$ cat src/rtl/spi_instr_prefetch.sv
// Instruction prefetch: fetches opcode/operand byte pairs over the SPI byte reader
// into a small FIFO presented to the execute stage via valid/ready.
`timescale 1ns/1ps
module spi_instr_prefetch #(
  parameter int unsigned DEPTH = 4,
  parameter int unsigned PC_W  = 12
) (
  input  logic                       clk,
  input  logic                       reset,
  output logic                       rd_start,
  output logic [15:0]                rd_addr,
  input  logic                       rd_busy,
  input  logic                       rd_done,
  input  logic [7:0]                 rd_data,
  output logic                       instr_valid,
  input  logic                       instr_ready,
  output logic [3:0]                 instr_opcode,
  output logic [7:0]                 instr_operand,
  output logic [PC_W-1:0]            instr_pc,
  input  logic                       redirect,
  input  logic [PC_W-1:0]            redirect_pc,
  output logic [$clog2(DEPTH):0]     fifo_count
);

  localparam int unsigned AW = $clog2(DEPTH);
  localparam int unsigned CW = AW + 1;
  localparam int unsigned EW = PC_W + 12;

  typedef enum logic [2:0] {IDLE, REQ_OP, WAIT_OP, REQ_ARG, WAIT_ARG, DRAIN} state_t;

  state_t          state, state_nx;
  logic [PC_W-1:0] fetch_pc;
  logic [3:0]      op_pend;
  logic [EW-1:0]   mem [DEPTH];
  logic [AW-1:0]   wr_ptr, rd_ptr;
  logic [CW-1:0]   count;
  logic            push, pop, op_latch;

  assign pop = (count != '0) && instr_ready && !redirect;

  // Next state and request strobes; redirect overrides everything
  always_comb begin
    state_nx = state;
    rd_start = 1'b0;
    push     = 1'b0;
    op_latch = 1'b0;
    case (state)
      IDLE:     if (!redirect && count < CW'(DEPTH)) state_nx = REQ_OP;
      REQ_OP: begin
        if (redirect) state_nx = IDLE;
        else if (!rd_busy) begin
          rd_start = 1'b1;
          state_nx = WAIT_OP;
        end
      end
      WAIT_OP: begin
        if (redirect) state_nx = rd_done ? IDLE : DRAIN;
        else if (rd_done) begin
          op_latch = 1'b1;
          state_nx = REQ_ARG;
        end
      end
      REQ_ARG: begin
        if (redirect) state_nx = IDLE;
        else if (!rd_busy) begin
          rd_start = 1'b1;
          state_nx = WAIT_ARG;
        end
      end
      WAIT_ARG: begin
        if (redirect) state_nx = rd_done ? IDLE : DRAIN;
        else if (rd_done) begin
          push     = 1'b1;
          state_nx = IDLE;
        end
      end
      DRAIN:    if (rd_done) state_nx = IDLE;
      default:  state_nx = IDLE;
    endcase
  end

  always_ff @(posedge clk or posedge reset) begin
    if (reset) state <= IDLE;
    else       state <= state_nx;
  end

  // Fetch PC, pending opcode and request address (loaded on entry to a request state)
  always_ff @(posedge clk or posedge reset) begin
    if (reset) begin
      fetch_pc <= '0;
      op_pend  <= '0;
      rd_addr  <= '0;
    end else begin
      if (redirect)  fetch_pc <= redirect_pc;
      else if (push) fetch_pc <= fetch_pc + PC_W'(1);
      if (op_latch) op_pend <= rd_data[3:0];
      if (state_nx == REQ_OP && state != REQ_OP)   rd_addr <= 16'({fetch_pc, 1'b0});
      if (state_nx == REQ_ARG && state != REQ_ARG) rd_addr <= 16'({fetch_pc, 1'b1});
    end
  end

  // Instruction FIFO
  always_ff @(posedge clk or posedge reset) begin
    if (reset) begin
      wr_ptr <= '0;
      rd_ptr <= '0;
      count  <= '0;
      for (int unsigned i = 0; i < DEPTH; i++) mem[i] <= '0;
    end else if (redirect) begin
      wr_ptr <= '0;
      rd_ptr <= '0;
      count  <= '0;
    end else begin
      if (push) begin
        mem[wr_ptr] <= {fetch_pc, op_pend, rd_data};
        wr_ptr      <= wr_ptr + AW'(1);
      end
      if (pop) rd_ptr <= rd_ptr + AW'(1);
      case ({push, pop})
        2'b10:   count <= count + CW'(1);
        2'b01:   count <= count - CW'(1);
        default: ;
      endcase
    end
  end

  assign {instr_pc, instr_opcode, instr_operand} = mem[rd_ptr];
  assign instr_valid = (count != '0);
  assign fifo_count  = count;

endmodule

$ cat config.mk
export PLATFORM = sky130hd
export DESIGN_NAME = spi_instr_prefetch
export DESIGN_NICKNAME = d
export VERILOG_FILES = /design/src/rtl/spi_instr_prefetch.sv
export SDC_FILE = /design/constraint.sdc
export NUM_CORES = 1
export LEC_CHECK = 0
export ABC_CLOCK_PERIOD_IN_PS = 6300
export CAP_MARGIN = 20
export CORE_MARGIN = 1
export CORE_UTILIZATION = 30
export DETAILED_ROUTE_END_ITERATION = 12
export GPL_TIMING_DRIVEN = 0
export REMOVE_ABC_BUFFERS = 1
export SLEW_MARGIN = 10
export SYNTH_ARGS = -nofsm -noshare
export SYNTH_HDL_FRONTEND = slang
export SYNTH_SLANG_ARGS = --single-unit
$ cat constraint.sdc
create_clock -name clk -period 6.3 [get_ports clk]
set_clock_uncertainty 0.15 [all_clocks]
set_input_delay 1.26 -clock clk [delete_from_list [all_inputs] [get_ports clk]]
set_output_delay 1.26 -clock clk [all_outputs]
set_load 0.005 [all_outputs]
# Yosys cells after proc, flatten, opt, wreduce, memory -nomap -nowiden
# Cells that the tools add are included.
# op_classes
addsub	5
n_lt_le_gt_ge	4
n_eq_ne	11
n_mux	34
bitwise	3
reduce_logical	15
# op_table
operator	count
96-bit bitwise mux	1
24-bit two-way mux	3
24-bit binary-select mux with 2-bit select	1
24-bit demux with 2-bit select	1
3-bit two-way mux	11
16-bit two-way mux	2
12-bit two-way mux	2
3-bit case mux with 6 select lines	1
12-bit by 1-bit adder with 12-bit output (second input constant)	1
3-bit by 2-bit equality test with 1-bit output (second input constant)	3
2-bit two-way mux	4
1-bit two-way mux	7
3-bit by 1-bit equality test with 1-bit output (second input constant)	2
3-bit equality test (second input constant)	2
3-bit greater-or-equal comparator (second input constant)	2
1-bit logical AND	6
2-bit inverter with 3-bit output	2
3-bit case mux with 2 select lines	1
2-bit nonzero test	3
3-bit nonzero test	2
2-bit by 1-bit adder with 2-bit output (second input constant)	2
3-bit by 1-bit adder with 3-bit output (second input constant)	1
3-bit zero test	1
3-bit by 1-bit < comparator with 1-bit output (second input constant)	1
10 further kinds	10
# word_totals
register_bits	138
inputBits	26
out_inout_bits	45
elab_cells	83

# Depth between registers and ports, before layout
# Gate-level depths: netlist of the first run.
# depth
word_depth	8
ltp_mapped	9
ltp_nobuf	7

# Worst setup path after synthesis of the first run
# Ideal clock, no wire load.
# synth_path
kind	in2out
start	input redirect
end	output rd_start
t_arrival_ns	1.791
required_time_ns	4.890
slack_ns	3.099
cell_stages	3
n_path_buf	2
path_cell_list	buf_6 clkbuf_1 nor3_1
# synth_between
elab_chain_cells	2
# synth_lines
item	line_no	text
from (decl)	20	input logic redirect,
1-bit two-way mux	50	if (redirect) state_nx = IDLE;
1-bit two-way mux	--	
to (decl)	10	output logic rd_start,
# Every way passes these cells.

# Worst setup path after layout of the first run
# layout_path
start	input rd_busy
end	output rd_start
# layout_between
elab_chain_cells	3
# layout_lines
item	line_no	text
from (decl)	12	input logic rd_busy,
1-bit two-way mux	51, 65	
1-bit two-way mux	50	
1-bit two-way mux	--	
# Every way passes these cells.

==> results of run 1 <==
==> how the worst min path moves through the flow <==
stage | end | slack, ns | start
finish | mem[92]$_DFFE_PP0P_ | 0.33 | mem[92]$_DFFE_PP0P_
global route | mem[30]$_DFFE_PP0P_ | 0.36 | mem[30]$_DFFE_PP0P_
CTS | mem[92]$_DFFE_PP0P_ | 0.34 | mem[92]$_DFFE_PP0P_
detailed placement | mem[92]$_DFFE_PP0P_ | 0.32 | mem[92]$_DFFE_PP0P_
global placement | mem[44]$_DFFE_PP0P_ | 0.31 | mem[44]$_DFFE_PP0P_
floorplan | mem[44]$_DFFE_PP0P_ | 0.29 | mem[44]$_DFFE_PP0P_
==> cells in the final DEF, fill, tap and decap left out, drive strengths merged, types with 2 or more instances in the layout <==
cell type	instances
nor2b	2
nand2	29
nand3b	2
ha	5
mux4	24
nand2b	2
and3	2
nor2	14
xnor2	6
clkdlybuf4s50	66
nand4	3
o21ai	16
clkinvlp	3
a21oi	2
dfrtp	135
a32oi	2
o22ai	2
xor2	10
clkbuf	23
mux2i	3
inv	8
conb	3
nor3	9
buf	3
nor3b	2
bufinv	2
mux2	109
nand3	5
clkinv	3
==> sequential cells by signal, summed over array words and instances (netlist names) <==
register / cells
op_pend: 4
fetch_pc: 12
rd_ptr: 2
mem: 96
rd_addr: 13
wr_ptr: 2
state: 3
fifo_count: 3
==> synth_stat cells, types with 2 or more instances <==
| cell type | number | share of area, % |
|---|---|---|
| xnor2_1 | 6 | 0.85 |
| nand2b_1 | 2 | 0.20 |
| nor3_1 | 8 | 0.65 |
| xor2_1 | 10 | 1.4 |
| mux4_2 | 24 | 8.7 |
| and3_1 | 2 | 0.20 |
| clkbuf_1 | 13 | 0.79 |
| o21ai_0 | 15 | 1.2 |
| nand2_1 | 25 | 1.5 |
| inv_1 | 7 | 0.42 |
| ha_1 | 5 | 1.0 |
| mux2i_1 | 3 | 0.48 |
| nand3_1 | 5 | 0.40 |
| nor3b_1 | 2 | 0.24 |
| a21oi_1 | 2 | 0.16 |
| buf_4 | 9 | 1.1 |
| buf_6 | 2 | 0.36 |
| nor2_1 | 13 | 0.79 |
| nor2b_1 | 2 | 0.20 |
| mux2_4 | 10 | 2.4 |
| nand4_1 | 3 | 0.30 |
| dfrtp_1 | 135 | 55 |
| a32oi_1 | 2 | 0.28 |
| nand2_2 | 4 | 0.40 |
| buf_2 | 9 | 0.73 |
| mux2_2 | 99 | 18 |
==> metrics by stage <==
step           setup WS [ns]  hold WS, ns  instances
2_1_floorplan          1.279       0.2946        402
3_3_place_gp         -0.4629       0.3099        739
3_5_place_dp           2.213       0.3237        741
4_1_cts                2.290       0.3365        772
5_1_grt                2.238       0.3623        772
6_report               2.281       0.3278        772
==> power breakdown <==
group | total [mW] | switching, mW | leakage [nW] | internal, mW
combinational | 0.768 | 0.274 | 1.38 | 0.494
clock | 0.970 | 0.361 | 0.275 | 0.609
sequential | 1.13 | 0.126 | 1.82 | 1.00
==> metal layers <==
layer  track usage [%]  wire length, um
met5                 0                0
met4             5.158              162
met2             21.96             6609
met3             3.856              496
met1             17.94             6263
==> cell type report <==
class	instances	area, um2	share of cell area [%]
clock buffer	23	478.0	6.244
clock inverter	8	97.59	1.275
inverter	8	35.03	0.4577
multi-input combinational	259	2613	34.13
sequential	135	3381	44.16
tap	270	337.8	4.413
timing repair buffer	69	713.2	9.317
==> critical path: stages <==
cell and delay, ns:
clkdlybuf4s50_1 0.47, inv_1 0.12, nand2_1 0.08, nor3_1 0.15, clkdlybuf4s50_1 0.53
==> logic make-up after synthesis <==
kind of cell	count (synthesis)
compound gates	26
xor+xnor	16
fa+ha+maj	6
buf+inv	41
flops	135
mux	136
other cells	1
simple gates	72
==> out/metrics.cfg, run 1 <==
[min_path]
hold_class = flip-flop to flip-flop
min_delay_path_depth = 2

[run]
maxCapViolCount = 0

[finish]
drive_above_1_share_pct = 35.26
finalNetCount = 522
antenna_cells = 0
design_area_um2 = 7655
synthToLayoutAreaGrowth_pct = 23.52
nFillCells = 1896
fin_util_pct = 37.83

[power]
p_per_area_nw_per_um2 = 374.3
ir_worst_vdd_mv = 0.2173
total_power_mw = 2.865
leakagePower_nw = 3.475

[detailed_routing]
avgViaCountPerCell = 4.703
via_count = 3631
wirelength_um = 13530
drt-wirelength-per-cell_um = 17.53
drc = 0
dr.pass1.iters = 4
drt_iter0_markers = 142
antenna_left = 0

[outcome]
status = complete, no violations

[synthesis]
synth_compound_area_share_pct = 2.645
synth_seq_area_share_pct = 54.51
synth_xor_area_share_pct = 2.261
netlist_instances = 433
synthDistinctLibCells = 42
ys.flop_type = dfrtp_1
syn_area_per_cell_um2 = 14.31
synthMuxAreaShare_pct = 29.62
ys_warn_count = 0
synth_area_um2 = 6197
synth-edff-count = 0
synth-simple-area-share_pct = 6.118
synth_seq_cells = 135
synth_fa_ha_area_share_pct = 1.333
ys_async_sr_fraction_pct = 100.0
synth_top_family_by_area = multiplexers

[timing]
rsz0062_at_grt = no
setup_viol = 0
fmax_ghz = 0.2488
hold_viol_final = 0
setup_tns_ns = 0
finalCritPeriodShare_pct = 63.80
maxSlewViolCount = 0
post-route-min-period_ns = 4.019
relSlewSlack_pct = 44.95
worst_pin_slew_ns = 0.8228

[cts]
clkLatencyLatePin_ns = 0.42
cts_tree = built
post_cts_buffers = 0
path_clk_slew_ns = 0.05
cts_buffers = 17
cts.hold.buffers_added = 0
cts.sinks = 135
cts.repair.resized = 0
root_buffer = clkbuf_16
htreeDepth = 4
clk_path_buf_depth = 2

[setup_path]
cp.arrival_ns = 2.61
cp-startpoint = rd_busy
crit_path_end_kind = output port
r2r_slack_ns = 3.46
worst-path-max-fanout = 3
r2r_cells = 4
endpoint = rd_start
r2r_end = mem[35]$_DFFE_PP0P_
worst-setup-path-type = primary input to output port
crit_required_ns = 4.89
worstSetupStartpointType = primary input
reg2reg_from = state[0]$_DFF_PP0_

[placement]
place_hpwl_um = 8446
io_buffers = 67
place_congestion = 0.7295
postPlaceCellArea_um2 = 7079

[die]
dieArea_um2 = 21240
design.core.area_um2 = 20230
io_pins = 71
die_y_um = 145.7
initial_core_util_pct = 30.63
rows = 52
die_x_um = 145.7

[global_route]
grt_max_degree = 77
grt_pass1_vias = 3864
grt_usage_pct = 13.81
grt-ovfl-total = 0
antenna_found_initial = 0
grt_pass1_wl_um = 21780

Power figures use the tool's default switching activity.
==> run 2: changes to the inputs <==
--- a/config.mk
+++ b/config.mk
@@ -5,7 +5,7 @@
 export SDC_FILE = /design/constraint.sdc
 export NUM_CORES = 1
 export LEC_CHECK = 0
-export ABC_CLOCK_PERIOD_IN_PS = 6300
+export ABC_CLOCK_PERIOD_IN_PS = 4200
 export CAP_MARGIN = 20
 export CORE_MARGIN = 1
 export CORE_UTILIZATION = 30
==> constraint.sdc (replaced) <==
create_clock -name clk -period 4.2 [get_ports clk]
set_clock_uncertainty 0.15 [all_clocks]
set_input_delay 0.84 -clock clk [delete_from_list [all_inputs] [get_ports clk]]
set_output_delay 0.84 -clock clk [all_outputs]
set_load 0.005 [all_outputs]
==> results of run 2 <==
Same layout as run 1 (identical final DEF). Status: complete, no violations.
Among the figures that moved: setup slack after placement 2.213 ns -> 0.5331 ns; setup slack after layout 2.281 ns -> 0.9335 ns; start point of the critical path rd_busy -> rd_ptr[0]$_DFFE_PP0P_; end point of the critical path rd_start -> instr_pc[11]; register-to-register setup slack 3.46 ns -> 1.36 ns; total power 2.865 mW -> 4.298 mW; worst IR drop on VDD 0.2173 mV -> 0.3259 mV
